File: src/rtl/trip_supervisor.sv
// rtl/trip_supervisor.sv - multi-source trip aggregator producing a registered PWM run enable
// Optional TRIP_SUP_COUNT_EN adds a saturating count of entries into FAULT.
module trip_supervisor #(
  parameter int                N_SRC        = 8,
  parameter logic [N_SRC-1:0]  ACT_LOW_MASK = '0,
  parameter int                DEBOUNCE_CYC = 4,
  parameter int                ARM_CYC      = 64,
  localparam int               IDX_W        = (N_SRC > 1) ? $clog2(N_SRC) : 1
) (
  input  logic             clk_ctrl_i,
  input  logic             rst_n_i,
  input  logic [N_SRC-1:0] trip_raw_i,
  input  logic [N_SRC-1:0] trip_mask_i,
  input  logic             sw_enable_i,
  input  logic             sw_clear_fault_i,
  output logic             run_en_o,
  output logic             fault_latched_o,
  output logic [N_SRC-1:0] fault_cause_o,
  output logic [IDX_W-1:0] first_fault_idx_o,
  output logic             first_fault_vld_o,
  output logic [1:0]       sup_state_o,
  output logic [15:0]      trip_count_o
);

  typedef enum logic [1:0] {
    S_IDLE   = 2'd0,
    S_ARMING = 2'd1,
    S_RUN    = 2'd2,
    S_FAULT  = 2'd3
  } state_t;

  localparam logic [7:0]  DB_LIMIT   = 8'(DEBOUNCE_CYC);
  localparam logic [15:0] ARM_RELOAD = 16'(ARM_CYC - 1);

  (* ASYNC_REG = "TRUE" *) logic [N_SRC-1:0] sync1_q;
  (* ASYNC_REG = "TRUE" *) logic [N_SRC-1:0] sync2_q;

  logic [N_SRC-1:0] norm;
  logic [7:0]       cnt_q [N_SRC];
  logic [7:0]       cnt_d [N_SRC];
  logic [N_SRC-1:0] qual_q, qual_d;
  logic             any_qual;

  state_t           state_q, state_d;
  logic [15:0]      arm_q, arm_d;
  logic             clr_q;
  logic             clr_edge;
  logic             run_en_q;
  logic [N_SRC-1:0] cause_q, cause_d;
  logic [IDX_W-1:0] idx_q, idx_d;
  logic             vld_q, vld_d;
  logic [IDX_W-1:0] lowest_idx;
  logic             enter_fault;

  // Masking is applied after the synchroniser so a masked source drops its debounce next cycle.
  assign norm     = (sync2_q ^ ACT_LOW_MASK) & ~trip_mask_i;
  assign any_qual = |qual_q;
  assign clr_edge = sw_clear_fault_i & ~clr_q;

  always_comb begin
    for (int i = 0; i < N_SRC; i++) begin
      if (!norm[i]) begin
        cnt_d[i] = 8'd0;
      end else if (cnt_q[i] < DB_LIMIT) begin
        cnt_d[i] = cnt_q[i] + 8'd1;
      end else begin
        cnt_d[i] = cnt_q[i];
      end
      qual_d[i] = norm[i] && (cnt_d[i] >= DB_LIMIT);
    end
  end

  always_ff @(posedge clk_ctrl_i or negedge rst_n_i) begin
    if (!rst_n_i) begin
      sync1_q <= '0;
      sync2_q <= '0;
      qual_q  <= '0;
      for (int i = 0; i < N_SRC; i++) cnt_q[i] <= 8'd0;
    end else begin
      sync1_q <= trip_raw_i;
      sync2_q <= sync1_q;
      qual_q  <= qual_d;
      for (int i = 0; i < N_SRC; i++) cnt_q[i] <= cnt_d[i];
    end
  end

  // Scan from the top down so the lowest set index is the one left standing.
  always_comb begin
    lowest_idx = '0;
    for (int i = N_SRC - 1; i >= 0; i--) begin
      if (qual_q[i]) lowest_idx = IDX_W'(i);
    end
  end

  always_comb begin
    state_d = state_q;
    arm_d   = arm_q;
    unique case (state_q)
      S_IDLE: begin
        if (any_qual) begin
          state_d = S_FAULT;
        end else if (sw_enable_i) begin
          state_d = S_ARMING;
          arm_d   = ARM_RELOAD;
        end
      end
      S_ARMING: begin
        if (any_qual)          state_d = S_FAULT;
        else if (!sw_enable_i) state_d = S_IDLE;
        else if (arm_q == 16'd0) state_d = S_RUN;
        else                   arm_d   = arm_q - 16'd1;
      end
      S_RUN: begin
        if (any_qual)          state_d = S_FAULT;
        else if (!sw_enable_i) state_d = S_IDLE;
      end
      S_FAULT: begin
        // A clear is honoured only once every qualified source has gone away.
        if (clr_edge && !any_qual) state_d = S_IDLE;
      end
      default: state_d = S_IDLE;
    endcase
  end

  assign enter_fault = (state_d == S_FAULT) && (state_q != S_FAULT);

  always_comb begin
    cause_d = cause_q;
    idx_d   = idx_q;
    vld_d   = vld_q;
    if (state_d == S_FAULT) begin
      cause_d = cause_q | qual_q;
      if (enter_fault) begin
        idx_d = lowest_idx;
        vld_d = 1'b1;
      end
    end else if (state_q == S_FAULT) begin
      cause_d = '0;
      idx_d   = '0;
      vld_d   = 1'b0;
    end
  end

  always_ff @(posedge clk_ctrl_i or negedge rst_n_i) begin
    if (!rst_n_i) begin
      state_q  <= S_IDLE;
      arm_q    <= 16'd0;
      clr_q    <= 1'b0;
      run_en_q <= 1'b0;
      cause_q  <= '0;
      idx_q    <= '0;
      vld_q    <= 1'b0;
    end else begin
      state_q  <= state_d;
      arm_q    <= arm_d;
      clr_q    <= sw_clear_fault_i;
      run_en_q <= (state_d == S_RUN);
      cause_q  <= cause_d;
      idx_q    <= idx_d;
      vld_q    <= vld_d;
    end
  end

`ifdef TRIP_SUP_COUNT_EN
  logic [15:0] trip_cnt_q;

  always_ff @(posedge clk_ctrl_i or negedge rst_n_i) begin
    if (!rst_n_i) begin
      trip_cnt_q <= 16'd0;
    end else if (enter_fault && (trip_cnt_q != 16'hFFFF)) begin
      trip_cnt_q <= trip_cnt_q + 16'd1;
    end
  end

  assign trip_count_o = trip_cnt_q;
`else
  assign trip_count_o = 16'h0000;
`endif

  assign run_en_o          = run_en_q;
  assign fault_latched_o   = (state_q == S_FAULT);
  assign fault_cause_o     = cause_q;
  assign first_fault_idx_o = idx_q;
  assign first_fault_vld_o = vld_q;
  assign sup_state_o       = state_q;

endmodule

File: config.mk
export PLATFORM = sky130hd
export DESIGN_NAME = trip_supervisor
export DESIGN_NICKNAME = d
export VERILOG_FILES = /design/src/rtl/trip_supervisor.sv
export SDC_FILE = /design/constraint.sdc
export NUM_CORES = 1
export LEC_CHECK = 0
export BUFFER_PORTS_ARGS = -buffer_cell sky130_fd_sc_hd__buf_4
export CORE_MARGIN = 2
export CORE_UTILIZATION = 35
export CTS_CLUSTER_SIZE = 10
export DETAILED_ROUTE_END_ITERATION = 8
export PLACE_DENSITY = 0.51
export SLEW_MARGIN = 5
export SYNTH_ARGS = -nofsm -noshare
export SYNTH_HDL_FRONTEND = slang
export SYNTH_SLANG_ARGS = --single-unit
File: constraint.sdc
create_clock -name clk_ctrl_i -period 3 [get_ports clk_ctrl_i]
set_input_delay 0.6 -clock clk_ctrl_i [delete_from_list [all_inputs] [get_ports clk_ctrl_i]]
set_output_delay 0.6 -clock clk_ctrl_i [all_outputs]
set_load 0.03 [all_outputs]
== Yosys cells after proc, flatten, opt, wreduce, memory -nomap -nowiden ==
Cells that the tools add are included.
Storage, ports and cells
  output and inout bits: 32
  register bits after elaboration: 120
  logic and storage cells: 125
Operators by class
  equal/unequal tests: 12
  $add $sub $neg: 9
  order comparisons: 16
  bitwise operators: 5
  muxes and demuxes: 47
  reductions and logical operators: 18
Operator list (count)
  8-bit 2-to-1 mux: 18
  16-bit 2-to-1 mux: 5
  8-bit by 1-bit adder with 8-bit output (second input constant): 8
  8-bit by 3-bit >= comparator with 1-bit output (second input constant): 8
  8-bit by 3-bit < comparator with 1-bit output (second input constant): 8
  3-bit 2-to-1 mux: 11
  16-bit case mux with 2 select lines: 1
  16-bit zero test: 1
  2-bit 2-to-1 mux: 8
  16-bit by 1-bit subtractor with 16-bit output (second input constant): 1
  2-bit inequality test (second input constant): 7
  1-bit logical AND: 10
  8-bit bitwise AND: 1
  2-bit == test (second input constant): 4
  8-bit NOT: 1
  8-bit OR: 1
  2-bit case mux with 4 select lines: 1
  8-bit OR reduction: 1
  6-bit AND reduction: 1
  2-bit nonzero test: 2
  1-bit 2-to-1 mux: 3
  2-bit by 1-bit == test with 1-bit output (second input constant): 1
  2-bit zero test: 1
  2-bit AND reduction: 1
  other kinds (3): 3

== Depth between registers and ports, before layout ==
  word-level depth: 10
  mapped depth: 9
  depth with buffers taken out: 7

== Least setup slack after synthesis ==
OpenSTA, ideal clock, no wires.
  kind: reg-to-reg
  from: reg qual_q[6]
  to: reg cause_q[0], in the netlist fault_cause_o[0]
  clock period less this slack: 2.128 ns
  path buffers: 1
  stages on the path, launching flop included: 8
  path slack: 0.872 ns
  data arrival time: 2.056 ns
  library setup time: 0.072 ns
  cell sequence: dfrtp_1 > or4_4 > a211oi_4 > ha_1 > clkinv_1 > and2_2 > buf_4 > nor2_1
Between the ends
  cells in the longest elaborated chain, start to end: 7
  elaborated cells between the ends (all ways): 11
  classes of those cells: 1 x eq/ne; 6 x mux; 4 x reduce/logical
RTL lines
  from (decl): line 41  | logic [N_SRC-1:0] qual_q, qual_d;
  from (signal assigned): line 82  | qual_q <= qual_d;
  8-bit OR reduction *: line 57  | assign any_qual = |qual_q;
  1-bit zero test: line 119  | if (clr_edge && !any_qual) state_d = S_IDLE;
  1-bit logical AND: line 119
  2-bit 2-to-1 mux: line 119
  2-bit case mux with 4 select lines *: line 98  | unique case (state_q)
  2-bit == test *: line 131  | if (state_d == S_FAULT) begin
  8-bit 2-to-1 mux / 2-bit nonzero test (equally long branches)
  to (signal assigned): line 158  | cause_q <= cause_d;
  to (decl): line 49  | logic [N_SRC-1:0] cause_q, cause_d;
Mark *: on every way between the ends. The rest lies on a longest branch, timed or not.
A chain may end at the register's enable or synchronous reset.

== Worst setup path in the final report ==
  from: reg qual_q[6]
  to: reg cause_q[6], in the netlist fault_cause_o[6]
Between the ends
  cells in the longest elaborated chain, start to end: 7
  elaborated cells between the ends (all ways): 12
  classes of those cells: 1 x eq/ne; 6 x mux; 1 x bitwise; 4 x reduce/logical
RTL lines (line)
  8-bit OR reduction: 57
  1-bit zero test: 119
  1-bit logical AND: 119
  2-bit 2-to-1 mux: 119
  2-bit case mux with 4 select lines: 98
  2-bit == test: 131
  8-bit 2-to-1 mux / 2-bit nonzero test (equally long branches)
Several ways; a longest one is shown, not always the timed one.

==> results by group <==
Outcome
  • Status: completed

CTS
  • Number of setup buffers added after CTS: 0
  • Htree depth: 4
  • Hold Buf Count CTS: 0
  • Worst-path clk slew: 0.06 ns
  • CTS sink cnt: 120
  • CTS buffer count: 17
  • Count of cells resized by post-cts repair: 0
  • Worst-skew pair later-pin latency: 0.41 ns
  • CTS root buf: clkbuf_16
  • CTS tree: done
  • Clock Tree Buf Depth: 2

Cells and area
  • Layout Utilization: 42.6%
  • Ratio of cells with drive above 1 in the final layout: 18.5%
  • Number of nets in the layout: 527
  • Layout Area Growth over Synthesis: 19.4%
  • # diodes: 0

Placement
  • Post-DP HPWL: 6.70 mm
  • Port bufs: 35
  • Placer Congestion: 0.787

Timing
  • Slew Limit Fails: 0
  • Setup_tns: 0 ns
  • Max-slew headroom at the worst pin: 57.3%
  • Clk_skew: 0.0110 ns
  • Worst Max-Slew Pin Slew: 0.641 ns
  • Endpoints failing setup: 0
  • Max frequency: 430 MHz
  • RSZ-0062 raised after global routing: no
  • Fin. Hold Viols: 0
  • Final min period: 2.32 ns
  • Hold slack: 0.220 ns
  • Period Utilization, post-route: 77.5%

Route
  • Remaining antenna violation count: 0
  • Via/cell ratio: 4.87
  • WL/cell: 14.3 um
  • First-pass DRT Iterations: 4
  • DRC errors left: 0
  • 1st-iter DRT viols: 182
  • Routed via count: 3372
  • Final Routed Wirelength: 9.94 mm

Yosys
  • Main synth FF type: dfrtp_1
  • Avg Cell Area, Syn: 11.5 um^2
  • Warnings from Yosys: 0
  • Number of synthesized register bits: 120
  • Cells after synthesis: 448
  • Ys async rst share: 100%
  • Seq/Total Area, Yosys: 58.1%
  • Post-synth EDFFs: 0
  • Synthesized area: 5170 um^2
  • Synth cell types: 57

Power
  • Sw Ratio: 24.7%
  • Pleak: 2.94 nW
  • VDD IR max: 0.000419 V
  • Sw power: 1.02 mW
  • Flop pwr share: 42.6%
  • Cell internal pwr: 3.10 mW
  • PD cells: 668 nW/um^2
  • Combinational share of power: 10.0%
  • Clock network power share: 47.4%

Die
  • # IOs: 52
  • Die area: 15700 um^2
  • # rows: 44
  • Core ar.: 14500 um^2
  • Die H: 125 um
  • Starting Density: 35.7%
  • Die Wd: 125 um

Setup path
  • R2R depth: 6
  • CP peak stage delay: 0.63 ns
  • Req. time, crit path: 3.34 ns
  • CP arrival: 2.66 ns
  • Setup crit start kind: register
  • Worst-path maximum fanout: 9
  • Worst setup EP type: register
  • Slowest cell on the critical path: or4_4
  • CP cell instances: or4_4 -> a211oi_4 -> ha_1 -> clkinv_1 -> and2_2 -> nor2_1
  • WS Path Type: reg -> reg

Min path
  • Worst hold-check path type: in -> async

Global route
  • Initial antenna violation count: 0
  • Met1 GRT Util: 17.8%
  • Gr ovfl total: 0
  • Total track usage: 13.7%
  • Gr busiest metal: met2
  • GR Util met2: 20.8%
  • First-pass GRT wire length: 17.0 mm
  • Grt met3 use: 5.39%
  • Vias in the first global route: 3423
  • Pin count of the biggest net entering global routing: 49

Run
  • Max-Cap Viols: 0
==> sequential cells by signal, summed over array words and instances (netlist names) <==
register / count
run_en_o: 1
fault_cause_o: 8
sync1_q: 8
sup_state_o: 2
cnt_q: 64
qual_q: 8
sync2_q: 8
arm_q: 16
clr_q: 1
first_fault_vld_o: 1
first_fault_idx_o: 3
==> logic make-up after synthesis <==
family / synth area share (%)
simple gates: 21.2
flops: 58.1
compound gates: 9.06
buf+inv: 4.36
mux: 3.37
fa+ha+maj: 2.42
xor+xnor: 1.36
other cells: 0.0726
==> layout make-up <==
type                            instances  area [um^2]
Clock inverter                          7         66.3
Tap cell                              184          230
Fill cell                            1361         8310
Timing Repair Buffer                   39          305
Inverter                               16         60.1
Sequential cell                       120         3000
Clock buffer                           24          512
Multi-Input combinational cell        303         1990
==> path summary, 6_finish.rpt <==
path / startpoint / to / slack (ns)
min: rst_n_i / cnt_q[36] / 0.22
max reg2reg: qual_q[6] / fault_cause_o[6] / 0.68
min reg2reg: sync1_q[4] / sync2_q[4] / 0.34
max in group asynchronous: rst_n_i / cnt_q[42] / 1.96
min in group clk_ctrl_i: trip_raw_i[0] / sync1_q[0] / 0.29
max: qual_q[6] / fault_cause_o[6] / 0.68
==> routing by layer <==
metal	vias to the layer above	wire length (um)	share of wire (%)
met4	0	132	1.3
met3	10	511	5.1
met1	1686	4650	47
met5	-	0	0
met2	59	4640	47
li1	1617	-	-
==> power groups by stage <==
| stage | Clock, mW | Sequential (mW) | Combinational [mW] |
|---|---|---|---|
| floorplan | 0 | 1.79 | 0.278 |
| global placement | 0 | 1.78 | 0.409 |
| detailed placement | 0 | 1.78 | 0.416 |
| CTS | 2.01 | 1.76 | 0.417 |
| global route | 2.09 | 1.77 | 0.465 |
| finish | 1.95 | 1.76 | 0.412 |
==> worst max-delay path: cells and delay by family (launching register included) <==
| family | cells | cell delay [ns] |
|---|---|---|
| flip-flops | 1 | 0.42 |
| AND/OR/NAND/NOR | 3 | 1.08 |
| adder cells (fa/ha/maj) | 1 | 0.22 |
| AO/OA/AOI/OAI | 1 | 0.33 |
| buffers and inverters | 1 | 0.21 |
==> cells in the final DEF (no fill, tap or decap), drive strengths merged, types with 3 or more instances in the layout <==
cell and count:
mux2 3, dfrtp 120, inv 15, clkinv 6, a2111oi 5, nor3 7
o21ai 9, ha 10, a21oi 14, conb 16, nor4 11, nand2b 14
nand3b 5, and3b 3, o21a 5, a211oi 5, xnor2 3, o211ai 7
a31oi 8, xor2 5, or2 6, or4 3, nor2 50, nor2b 11
clkbuf 24, nand2 15, and2 45, mux2i 14, nand3 6, buf 39
==> Yosys cell counts, types with 3 or more instances <==
cell type	n	area, um^2
dfrtp_1	120	3000
nor2_1	50	188
and2_1	44	275
buf_4	17	128
inv_1	15	56.3
nand2_1	15	56.3
a21oi_1	14	70.1
mux2i_1	14	140
nand2b_1	14	87.6
nor2b_1	11	68.8
ha_1	10	125
o21ai_0	9	45.0
a31oi_1	8	50.1
o211ai_1	7	52.6
nand3_1	6	30.0
nor3_1	6	30.0
nor4_1	6	37.5
or2_2	6	37.5
nand3b_1	5	37.5
o21a_1	5	37.5
xor2_1	5	43.8
a211oi_1	4	30.0
a2111oi_0	3	26.3
and3b_1	3	26.3
buf_2	3	15.0
clkbuf_1	3	11.3
mux2_2	3	33.8
nor4_2	3	37.5
xnor2_1	3	26.3
==> stage by stage <==
stage	std cells	power, mW	setup WS [ns]	area, um^2
4_1_cts	693	4.18	0.663	6170
5_1_grt	693	4.32	0.509	6170
6_report	693	4.12	0.676	6170
2_1_floorplan	463	2.07	0.872	5220
3_5_place_dp	662	2.20	0.684	5590
3_3_place_gp	662	2.19	0.755	5590
No activity file was read; power rests on OpenSTA's default activity.
